### config.mk
export PLATFORM = sky130hd
export DESIGN_NAME = spi_target
export DESIGN_NICKNAME = d
export VERILOG_FILES = /design/src/rtl/spi_target.sv
export SDC_FILE = /design/constraint.sdc
export NUM_CORES = 1
export LEC_CHECK = 0
export CAP_MARGIN = 20
export CORE_UTILIZATION = 32
export CTS_CLUSTER_SIZE = 12
export DETAILED_ROUTE_END_ITERATION = 10
export HOLD_SLACK_MARGIN = 0.06
export PLACE_DENSITY = 0.62
export SKIP_CTS_REPAIR_TIMING = 1
export SYNTH_ARGS = -nofsm -noshare
export SYNTH_HDL_FRONTEND = slang
export SYNTH_SLANG_ARGS = --single-unit
### constraint.sdc
create_clock -name clk -period 1.7 [get_ports clk]
set_clock_uncertainty 0.1 [all_clocks]
set_input_delay 0.255 -clock clk [delete_from_list [all_inputs] [get_ports clk]]
set_output_delay 0.255 -clock clk [all_outputs]
set_load 0.05 [all_outputs]
### src/rtl/spi_target.sv
// SPI mode-0 target: oversampled SCLK/CS_n/MOSI, MSB-first DATA_WIDTH-bit frames,
// one-entry transmit holding buffer and a valid/ready receive port.
module spi_target #(
  parameter int                    DATA_WIDTH  = 8,
  parameter int                    SYNC_STAGES = 2,
  parameter logic [DATA_WIDTH-1:0] DEFAULT_TX  = 8'hFF
) (
  input  logic                  clk,
  input  logic                  rst_n,
  input  logic                  spi_clk_i,
  input  logic                  spi_cs_i,
  input  logic                  spi_mosi_i,
  output logic                  spi_miso_o,
  output logic                  spi_miso_oe_o,
  input  logic [DATA_WIDTH-1:0] tx_data_i,
  input  logic                  tx_valid_i,
  output logic                  tx_ready_o,
  output logic [DATA_WIDTH-1:0] rx_data_o,
  output logic                  rx_valid_o,
  input  logic                  rx_ready_i,
  output logic                  rx_overrun_o,
  output logic                  tx_underrun_o,
  output logic                  busy_o
);

  localparam int CNT_W = (DATA_WIDTH > 2) ? $clog2(DATA_WIDTH) : 1;

  typedef enum logic {IDLE, SHIFT} state_t;

  logic [SYNC_STAGES-1:0] sclk_sync_q, cs_sync_q, mosi_sync_q;
  logic                   sclk_prev_q, cs_prev_q;

  state_t                 state_q;
  logic [CNT_W-1:0]       bit_cnt_q;
  logic                   reload_pending_q;
  logic [DATA_WIDTH-1:0]  tx_shift_q, rx_shift_q;
  logic [DATA_WIDTH-1:0]  tx_buf_q;
  logic                   tx_full_q;
  logic [DATA_WIDTH-1:0]  rx_data_q;
  logic                   rx_valid_q, rx_overrun_q, tx_underrun_q, busy_q;

  logic                   sclk_s, cs_s, mosi_s;
  logic                   sclk_rise, sclk_fall, cs_fall, cs_rise;
  logic                   tx_write, load_now;
  logic [DATA_WIDTH-1:0]  load_byte_d, rx_byte_d;

  assign sclk_s = sclk_sync_q[SYNC_STAGES-1];
  assign cs_s   = cs_sync_q[SYNC_STAGES-1];
  assign mosi_s = mosi_sync_q[SYNC_STAGES-1];

  assign sclk_rise = sclk_s & ~sclk_prev_q;
  assign sclk_fall = ~sclk_s & sclk_prev_q;
  assign cs_fall   = ~cs_s & cs_prev_q;
  assign cs_rise   = cs_s & ~cs_prev_q;

  // A byte load happens at frame start and on the falling edge after a completed byte;
  // CS deassertion takes priority over a coincident SCLK fall.
  assign load_now = ((state_q == IDLE) & cs_fall) |
                    ((state_q == SHIFT) & ~cs_rise & sclk_fall & reload_pending_q);
  // The load sees the buffer before any same-cycle write.
  assign load_byte_d = tx_full_q ? tx_buf_q : DEFAULT_TX;
  assign tx_write    = tx_valid_i & ~tx_full_q;
  assign rx_byte_d   = {rx_shift_q[DATA_WIDTH-2:0], mosi_s};

  // Input synchronizers plus one extra stage for edge detection, idle levels on reset.
  always_ff @(posedge clk) begin
    if (!rst_n) begin
      sclk_sync_q <= '0;
      cs_sync_q   <= '1;
      mosi_sync_q <= '0;
      sclk_prev_q <= 1'b0;
      cs_prev_q   <= 1'b1;
    end else begin
      sclk_sync_q <= {sclk_sync_q[SYNC_STAGES-2:0], spi_clk_i};
      cs_sync_q   <= {cs_sync_q[SYNC_STAGES-2:0], spi_cs_i};
      mosi_sync_q <= {mosi_sync_q[SYNC_STAGES-2:0], spi_mosi_i};
      sclk_prev_q <= sclk_s;
      cs_prev_q   <= cs_s;
    end
  end

  // Framing FSM with shift registers, tx holding buffer and rx handshake.
  always_ff @(posedge clk) begin
    if (!rst_n) begin
      state_q          <= IDLE;
      bit_cnt_q        <= '0;
      reload_pending_q <= 1'b0;
      tx_shift_q       <= '0;
      rx_shift_q       <= '0;
      tx_buf_q         <= '0;
      tx_full_q        <= 1'b0;
      rx_data_q        <= '0;
      rx_valid_q       <= 1'b0;
      rx_overrun_q     <= 1'b0;
      tx_underrun_q    <= 1'b0;
      busy_q           <= 1'b0;
    end else begin
      rx_overrun_q  <= 1'b0;
      tx_underrun_q <= 1'b0;

      if (tx_write) begin
        tx_buf_q  <= tx_data_i;
        tx_full_q <= 1'b1;
      end else if (load_now) begin
        tx_full_q <= 1'b0;
      end

      if (load_now) begin
        tx_shift_q <= load_byte_d;
        if (!tx_full_q) tx_underrun_q <= 1'b1;
      end

      if (rx_valid_q && rx_ready_i) rx_valid_q <= 1'b0;

      case (state_q)
        IDLE: begin
          if (cs_fall) begin
            state_q          <= SHIFT;
            busy_q           <= 1'b1;
            bit_cnt_q        <= '0;
            reload_pending_q <= 1'b0;
          end
        end
        SHIFT: begin
          if (cs_rise) begin
            state_q          <= IDLE;
            busy_q           <= 1'b0;
            bit_cnt_q        <= '0;
            reload_pending_q <= 1'b0;
          end else begin
            if (sclk_rise) begin
              rx_shift_q <= rx_byte_d;
              if (bit_cnt_q == CNT_W'(DATA_WIDTH - 1)) begin
                bit_cnt_q        <= '0;
                rx_data_q        <= rx_byte_d;
                rx_valid_q       <= 1'b1;
                reload_pending_q <= 1'b1;
                if (rx_valid_q && !rx_ready_i) rx_overrun_q <= 1'b1;
              end else begin
                bit_cnt_q <= bit_cnt_q + CNT_W'(1);
              end
            end
            if (sclk_fall) begin
              if (reload_pending_q) reload_pending_q <= 1'b0;
              else tx_shift_q <= tx_shift_q << 1;
            end
          end
        end
        default: state_q <= IDLE;
      endcase
    end
  end

  assign spi_miso_o    = cs_s ? 1'b1 : tx_shift_q[DATA_WIDTH-1];
  assign spi_miso_oe_o = ~cs_s;
  assign tx_ready_o    = ~tx_full_q;
  assign rx_data_o     = rx_data_q;
  assign rx_valid_o    = rx_valid_q;
  assign rx_overrun_o  = rx_overrun_q;
  assign tx_underrun_o = tx_underrun_q;
  assign busy_o        = busy_q;

endmodule

==> impl_metrics.tcl, run 1 <==
set metrics [dict create \
    drtIter0Drc 70 \
    syn-cell-area_sq_um 1810 \
    wl_per_cell_um 11.52 \
    cp.arrival_ns 1.28 \
    maxCapViolCount 0 \
    num_antenna_cells 0 \
    vdd_drop_max_v 0.0003876 \
    grt-ovfl-total 0 \
    rsz0062_at_grt "false" \
    ios 30 \
    synthCells 202 \
    synth_edf_count 0 \
    yosysTopAreaCellShare_pct 54.18 \
    grtUsageTotal_pct 12.79 \
    syn_to_final_growth_pct 27.23 \
    synth_nets 219 \
    yosys.cell_types.count 33 \
    p_leak_nw 0.9585 \
    h-tree-depth 2 \
    start_kind "flop" \
    period_needed_ns 1.639 \
    grt_antenna_before_repair 0 \
    yosys_register_bits 49 \
    max_stage_delay_ns 0.35 \
    start_util_pct 33.08 \
    die_x_um 77.22 \
    num_rows 27 \
    synth-async-reset-ratio_pct 0 \
    io_buffers 29 \
    finalInstanceArea_sq_um 2303 \
    cp_max_fo 5 \
    cts_root_buffer "clkbuf_8" \
    drc_errors 0 \
    slew-limit-headroom_pct 72.47 \
    required_ns 1.34 \
    setup_tns_ns 0 \
    tightest_slew_ns 0.4125 \
    postSynthAreaPerCell_sq_um 8.963 \
    grt_max_degree 32 \
    critPathKind "flop to primary output" \
    max_freq_mhz 610.2 \
    end_kind "primary output" \
    finalNonFillerCells 308 \
    die_h_um 77.22 \
    cts_inserted_buffers 5 \
    outcome "complete, no violations" \
    synth_area_leaders "dfxtp_1 54%, nand2_1 7.5%, a21oi_1 5.0%, nor2_1 5.0%, mux2i_1 4.4%" \
    drive_gt1_share_pct 15.25 \
    gp_congestion 0.7638 \
    drt_pass1_iterations 4 \
    critPathSlowestCell "dfxtp_1" \
    grt_pass1_vias 1304 \
    avgViaCountPerCell 4.698 \
    power_density_nw_per_um2 896.6 \
    worstSkewPairLatency_ns 0.30 \
    synth_ff_type "dfxtp_1" \
    drv_slew 0 \
    ys_warn_count 0 \
    clkSinkCount 49 \
    place_area_sq_um 2215 \
    hp-class "flop to flop" \
    grt_first_pass_wirelength_mm 6.044 \
    final_core_util_pct 42.09 \
    wl_mm 3.549 \
    fin_crit_sh_pct 96.40 \
    dpl.cell_count 300 \
    setup_violations 0 \
    path_cells "buf_4, or2_2, buf_12" \
    ant_nets 0 \
    synth_area_leader_cell "dfxtp_1" \
    routed-via-count 1447 \
    hold_viol 0 \
    final_nets 252 \
    die_area_sq_um 5963 \
    path_clk_slew_ns 0.08 \
    cts_tree "yes" \
    core_area_sq_um 5473 \
    cts_max_path_buffers 2 \
    place_hpwl_mm 2.455 \
    ys_seq_area_share_pct 54.18 \
]
worst max-delay path, delay by kind of cell (launching register included):
kind | cells | cell delay, ns
DFF | 1 | 0.35
buffers and inverters | 2 | 0.33
and+or+nand+nor | 1 | 0.32
state kept, by name (all words and copies together) (netlist names), 2 cells and up:
register     flops
bit_cnt_q        3
cs_sync_q        2
mosi_sync_q      2
tx_shift_q       8
sclk_sync_q      2
tx_buf_q         8
rx_data_o        8
rx_shift_q       7
synthesized netlist by cell type (2+ instances only):
cell type,count
and2_1,5
nand3_1,2
clkbuf_1,5
o21ai_1,9
o21ai_0,3
dfxtp_1,49
a21oi_1,18
nand2b_1,4
ha_1,2
nand2_1,36
mux2i_1,8
nor2_1,24
buf_1,2
inv_1,4
buf_2,3
a32oi_1,3
a22oi_1,7
nor2b_1,3
metal layers:
| metal | global-route usage [%] | wire length (um) | part of all wire, % | up-vias |
|---|---|---|---|---|
| met5 | 0 | 0 | 0 | - |
| met4 | 5.472 | 25 | 0.70 | 0 |
| met3 | 3.810 | 150 | 4.2 | 2 |
| met2 | 20.09 | 1599 | 45 | 35 |
| met1 | 16.16 | 1773 | 50 | 666 |
| li1 | - | - | - | 744 |
worst paths after layout:
path | from | end | slack, ns | depth (start not counted)
setup reg to reg | state_q | tx_shift_q[6] | 0.15 | 4
hold reg to reg | cs_sync_q[0] | cs_sync_q[1] | 0.31 | 1
setup / recovery | cs_sync_q[1] | spi_miso_o | 0.06 | 3
hold / removal | cs_sync_q[0] | cs_sync_q[1] | 0.31 | 1
area by class of cell:
| cell class | instances | area (sq um) |
|---|---|---|
| fillers | 561 | 3169 |
| flip-flops and latches | 49 | 980.9 |
| multi-input cells | 139 | 775.7 |
| repair buffers | 36 | 355.3 |
| well taps | 72 | 90.09 |
| clock buffers | 5 | 68.82 |
| clock inverters | 3 | 17.52 |
| inverters | 4 | 15.01 |
per-stage QoR:
step / hold slack (ns) / power (mW) / setup slack [ns]
2_1_floorplan: 0.2565 / 1.347 / 0.2242
3_3_place_gp: 0.2894 / 1.437 / 0.1634
5_1_grt: 0.3287 / 2.162 / 0.02458
6_report: 0.3116 / 2.065 / 0.06117
4_1_cts: 0.3174 / 2.102 / 0.05335
3_5_place_dp: 0.2973 / 1.438 / 0.1064
layout by cell type, fill, tap and decap left out, types with 3 or more instances in the layout:
cell | synthesis | final
mux2i_1 | 8 | 8
nand2b_1 | 4 | 4
nor2b_1 | 3 | 3
a32oi_1 | 3 | 3
inv_1 | 4 | 4
o21ai_0 | 3 | 3
a21oi_1 | 18 | 18
nand2_1 | 36 | 36
a22oi_1 | 7 | 7
buf_4 | 0 | 18
nor2_1 | 24 | 24
clkbuf_8 | 0 | 5
o21ai_1 | 9 | 9
buf_12 | 0 | 4
and2_1 | 5 | 5
clkdlybuf4s50_1 | 0 | 14
dfxtp_1 | 49 | 49
report_power, final:
part	total [mW]	internal, mW	switching (mW)
Combinational	0.203	0.0943	0.109
Clock	0.653	0.284	0.369
Sequential	1.21	1.18	0.0251
Total	2.07	1.56	0.503
cells by family (layout without fill, tap and decap cells):
group                    Yosys count  after routing  share of synthesized area [%]
adder cells (fa/ha/maj)            2              2                          1.382
AND/OR/NAND/NOR                   84             84                          21.29
AO/OA/AOI/OAI                     45             45                          15.62
buffers and inverters             14             48                          3.110
multiplexers                       8              8                          4.423
flip-flops                        49             49                          54.18
Power figures use the tool's default switching activity.
==> inputs of run 2 (changes only) <==
--- a/config.mk
+++ b/config.mk
@@ -6,12 +6,14 @@
 export NUM_CORES = 1
 export LEC_CHECK = 0
 export CAP_MARGIN = 20
+export CORE_ASPECT_RATIO = 1.2
 export CORE_UTILIZATION = 32
 export CTS_CLUSTER_SIZE = 12
 export DETAILED_ROUTE_END_ITERATION = 10
 export HOLD_SLACK_MARGIN = 0.06
 export PLACE_DENSITY = 0.62
 export SKIP_CTS_REPAIR_TIMING = 1
+export SKIP_LAST_GASP = 1
 export SYNTH_ARGS = -nofsm -noshare
 export SYNTH_HDL_FRONTEND = slang
 export SYNTH_SLANG_ARGS = --single-unit
==> run 2 against run 1 <==
  * Sequential share of layout area rose by 0.21 points
  * Register-to-register slack about the same
  * Critical path depth fell by 1
  * Combinational power hardly changed
  * Largest power group unchanged
  * Routed wire length fell by 1.2%
  * The run now ends with DRC left
==> impl_metrics.tcl, run 2 (synthesized netlist as in run 1, its figures left out) <==
set metrics [dict create \
    p_leak_nw 0.9641 \
    clkSinkCount 49 \
    die_area_sq_um 5964 \
    period_needed_ns 1.540 \
    layout_common_cells "49 x dfxtp_1, 36 x nand2_1, 24 x nor2_1" \
    setup_violations 0 \
    hp-class "flop to flop" \
    grt_pass1_vias 1320 \
    syn_to_final_growth_pct 26.61 \
    place_hpwl_mm 2.494 \
    timing.rr.start "cs_sync_q[1]" \
    violations "DRC" \
    die_h_um 84.40 \
    ios 30 \
    drv_slew 0 \
    num_antenna_cells 0 \
    wl_mm 3.508 \
    start_util_pct 33.71 \
    outcome "complete, but fails checks" \
    critPathKind "flop to primary output" \
    power_density_nw_per_um2 893.0 \
    finalNonFillerCells 299 \
    gp_congestion 0.7672 \
    h-tree-depth 2 \
    clock_power_share_pct 31.0 \
    rsz0062_at_grt "false" \
    switching_power_uw 481.6 \
    drtIter0Drc 96 \
    hold_viol 0 \
    final_core_util_pct 42.68 \
    cp.arrival_ns 1.18 \
    hold_depth 1 \
    worstSkewPairLatency_ns 0.29 \
    cts_root_buffer "clkbuf_8" \
    max_freq_mhz 649.6 \
    dpl.cell_count 291 \
    hold_end "cs_sync_q[1]" \
    slew-limit-headroom_pct 77.18 \
    core_area_sq_um 5370 \
    drt_pass1_iterations 8 \
    cts_tree "yes" \
    avgViaCountPerCell 4.809 \
    min_from "cs_sync_q[0]" \
    die_x_um 70.67 \
    grtUsageTotal_pct 12.98 \
    combinationalPowerShare_pct 10.0 \
    required_ns 1.34 \
    p_int_mw 1.565 \
    num_rows 29 \
    vdd_drop_max_v 0.0003909 \
    cts_inserted_buffers 5 \
    ant_nets 0 \
    final_common_cell "dfxtp_1" \
    io_buffers 29 \
    path_clk_slew_ns 0.08 \
    fin_crit_sh_pct 90.56 \
    start_kind "flop" \
    grt_max_degree 32 \
    final_nets 253 \
    drc_errors 6 \
    grt-ovfl-total 0 \
    tightest_slew_ns 0.3424 \
    wl_per_cell_um 11.73 \
    setup_tns_ns 0 \
    cp_max_fo 8 \
    cts_max_path_buffers 2 \
    whs_ns 0.3111 \
    p_seq_share_pct 59.0 \
    drive_gt1_share_pct 14.77 \
    rrSetupSlack_ns 0.16 \
    maxCapViolCount 0 \
    grt_first_pass_wirelength_mm 6.175 \
    worstReg2RegEnd "tx_shift_q[3]" \
    sw_frac_of_total_pct 23.53 \
    worst-r2r-cell-count 4 \
    grt_antenna_before_repair 0 \
    routed-via-count 1438 \
    end_kind "primary output" \
]
==> run 2: cell types whose count changed in the layout (fill, tap and decap cells not counted), sizes merged <==
cell	previous run	this run
buf	22	23
clkinvlp	1	0
clkbuf	5	6
==> run 2: per-stage QoR <==
stage	cell area, sq um	setup WS [ns]	total power [mW]
5_1_grt	2292	0.02505	2.161
3_3_place_gp	2210	0.1724	1.438
4_1_cts	2292	0.1369	2.084
6_report	2292	0.1605	2.047
3_5_place_dp	2210	0.1152	1.442
2_1_floorplan	1810	0.2242	1.347
==> run 2: worst max-delay path by stage <==
stage / start / endpoint / slack [ns] / depth (start not counted)
floorplan: cs_sync_q[1] / tx_shift_q[1] / 0.22 / 5
global placement: rst_n / tx_shift_q[2] / 0.17 / 5
detailed placement: rst_n / tx_shift_q[3] / 0.12 / 6
CTS: cs_sync_q[1] / spi_miso_o / 0.14 / 2
global route: state_q / tx_shift_q[3] / 0.03 / 4
finish: cs_sync_q[1] / spi_miso_o / 0.16 / 2
==> run 2: cell type report <==
| type | count | area, sq um |
|---|---|---|
| fillers | 549 | 3078 |
| flip-flops and latches | 49 | 980.9 |
| multi-input cells | 139 | 773.2 |
| repair buffers | 37 | 362.8 |
| well taps | 62 | 77.57 |
| clock buffers | 6 | 72.57 |
| inverters | 4 | 15.01 |
| clock inverters | 2 | 10.01 |
==> run 2: worst max-delay path, cell delays in order, from the launching register on <==
cell and delay, ns:
dfxtp_1 0.39, or2_2 0.35, buf_12 0.16
==> run 2: power groups by stage <==
stage               Clock (mW)  Combinational [mW]  Sequential [mW]
floorplan                    0               0.108             1.24
detailed placement           0               0.207             1.23
global route             0.721               0.226             1.21
global placement             0               0.204             1.23
finish                   0.635               0.204             1.21
CTS                      0.668               0.208             1.21
==> run 2: metal layers <==
layer / wire length [um] / GRT usage [%] / up-vias
met2: 1629 / 21.80 / 30
met5: 0 / 0 / -
met4: 38 / 4.364 / 0
li1: - / - / 755
met1: 1673 / 15.93 / 649
met3: 167 / 3.721 / 4
==> inputs of run 3 (changes only) <==
--- a/config.mk
+++ b/config.mk
@@ -17,3 +17,4 @@
 export SYNTH_ARGS = -nofsm -noshare
 export SYNTH_HDL_FRONTEND = slang
 export SYNTH_SLANG_ARGS = --single-unit
+export TNS_END_PERCENT = 20
==> constraint.sdc (replaced) <==
create_clock -name clk -period 1.43 [get_ports clk]
set_clock_uncertainty 0.1 [all_clocks]
set_input_delay 0.2145 -clock clk [delete_from_list [all_inputs] [get_ports clk]]
set_output_delay 0.2145 -clock clk [all_outputs]
set_load 0.05 [all_outputs]
==> run 3 against run 2 <==
  * Global-route usage grew 0.063 points
  * Hold slack gained 0.0045 ns
  * Largest cell class unchanged
  * Non-clock buffer count grew 16
  * Register-to-register slack lost 0.18 ns
  * Cell area grew 15%
  * Sequential cell count is the same
  * Sequential power grew 19%
  * Largest power group unchanged
  * Clock power grew 61%
  * Critical path depth grew 1
  * The flow finishes with violations (DRC, setup timing)
  * Power grew 33%
==> impl_metrics.tcl, run 3 (synthesized netlist as in run 1, its figures left out) <==
set metrics [dict create \
    core_area_sq_um 5370 \
    final_nets 269 \
    path_clk_slew_ns 0.08 \
    cts_tree "yes" \
    p_leak_nw 1.085 \
    sw_frac_of_total_pct 22.52 \
    maxCapViolCount 0 \
    grt_antenna_before_repair 0 \
    hold_viol 0 \
    syn_to_final_growth_pct 45.34 \
    hp-class "flop to flop" \
    drt_pass1_iterations 7 \
    grtUsageTotal_pct 13.04 \
    gp_congestion 0.8165 \
    worstSkewPairLatency_ns 0.30 \
    setup_tns_ns -0.1753 \
    rsz0062_at_grt "true" \
    power_density_nw_per_um2 1038 \
    h-tree-depth 2 \
    slew-limit-headroom_pct 77.37 \
    end_kind "primary output" \
    worst-r2r-cell-count 4 \
    num_rows 29 \
    num_antenna_cells 0 \
    grt_max_degree 32 \
    hold_depth 1 \
    outcome "complete, but fails checks" \
    drive_gt1_share_pct 24.11 \
    drtIter0Drc 74 \
    period_needed_ns 1.508 \
    rrSetupSlack_ns -0.02 \
    violations "DRC, setup timing" \
    io_buffers 29 \
    dpl.cell_count 306 \
    grt-ovfl-total 0 \
    start_kind "flop" \
    die_area_sq_um 5964 \
    routed-via-count 1496 \
    layout_common_cells "45 x dfxtp_1, 36 x nand2_1, 24 x nor2_1" \
    start_util_pct 33.71 \
    p_seq_share_pct 52.5 \
    grt_pass1_vias 1421 \
    wl_mm 3.616 \
    cp.arrival_ns 1.19 \
    die_h_um 84.40 \
    tightest_slew_ns 0.3394 \
    vdd_drop_max_v 0.0004208 \
    worstReg2RegEnd "tx_shift_q[4]" \
    final_core_util_pct 49.00 \
    hold_end "cs_sync_q[1]" \
    cts_root_buffer "clkbuf_8" \
    drc_errors 6 \
    finalNonFillerCells 315 \
    cts_max_path_buffers 2 \
    ant_nets 0 \
    p_int_mw 2.117 \
    ios 30 \
    combinationalPowerShare_pct 10.2 \
    switching_power_uw 615.3 \
    fin_crit_sh_pct 105.5 \
    clock_power_share_pct 37.3 \
    setup_violations 11 \
    grt_first_pass_wirelength_mm 6.175 \
    timing.rr.start "cs_prev_q" \
    whs_ns 0.3156 \
    final_common_cell "dfxtp_1" \
    critPathKind "flop to primary output" \
    required_ns 1.12 \
    place_hpwl_mm 2.580 \
    wl_per_cell_um 11.48 \
    max_freq_mhz 663.1 \
    clkSinkCount 49 \
    die_x_um 70.67 \
    avgViaCountPerCell 4.749 \
    min_from "cs_sync_q[0]" \
    cp_max_fo 4 \
    finalPower_mw 2.733 \
    cts_inserted_buffers 5 \
    fin_ws_ns -0.07798 \
    drv_slew 0 \
]
## run 3: changes by cell type in the layout (fill, tap and decap cells not counted), sizes merged
| cell | before | now |
|---|---|---|
| clkinvlp | 0 | 1 |
| bufinv | 0 | 1 |
| clkinv | 2 | 0 |
| buf | 23 | 39 |
## run 3: cell type report
class | instances | area, sq um
Clock inverter | 2 | 37.54
Tap cell | 62 | 77.57
Timing Repair Buffer | 53 | 628.1
Fill cell | 520 | 2739
Clock buffer | 6 | 82.58
Multi-Input combinational cell | 139 | 799.5
Inverter | 4 | 15.01
Sequential cell | 49 | 991.0
## run 3: worst max-delay path: stages (launching register included)
cell	delay [ns]
dfxtp_4	0.36
buf_4	0.15
or2_4	0.25
buf_8	0.15
## run 3: power by group through the flow
stage / Sequential, mW / Clock [mW] / Combinational (mW)
finish: 1.44 / 1.02 / 0.278
global route: 1.44 / 1.10 / 0.302
CTS: 1.44 / 1.05 / 0.272
detailed placement: 1.47 / 0 / 0.270
global placement: 1.47 / 0 / 0.268
floorplan: 1.47 / 0 / 0.130
## run 3: how the worst max path moves through the flow
stage                       from       endpoint  slack (ns)  cells after the start
global placement           rst_n  tx_shift_q[2]       -0.03                      6
CTS                 cs_sync_q[1]     spi_miso_o       -0.17                      3
finish              cs_sync_q[1]     spi_miso_o       -0.08                      3
floorplan              tx_full_q      tx_full_q       -0.03                      4
detailed placement         rst_n  tx_shift_q[3]        -0.1                      6
global route        bit_cnt_q[0]   rx_data_o[6]       -0.13                      6
## run 3: routing by layer
| layer | up-vias | global-route usage, % | part of all wire (%) |
|---|---|---|---|
| met5 | - | 0 | 0 |
| met4 | 0 | 4.364 | 0.77 |
| met3 | 2 | 3.962 | 5.1 |
| met2 | 28 | 23.74 | 48 |
| met1 | 685 | 14.34 | 46 |
| li1 | 781 | - | - |
## run 3: metrics by stage
step / instance area (sq um) / setup WS (ns)
5_1_grt: 2631 / -0.1251
3_3_place_gp: 2462 / -0.03323
6_report: 2631 / -0.07798
2_1_floorplan: 1822 / -0.03336
4_1_cts: 2582 / -0.1673
3_5_place_dp: 2462 / -0.09872
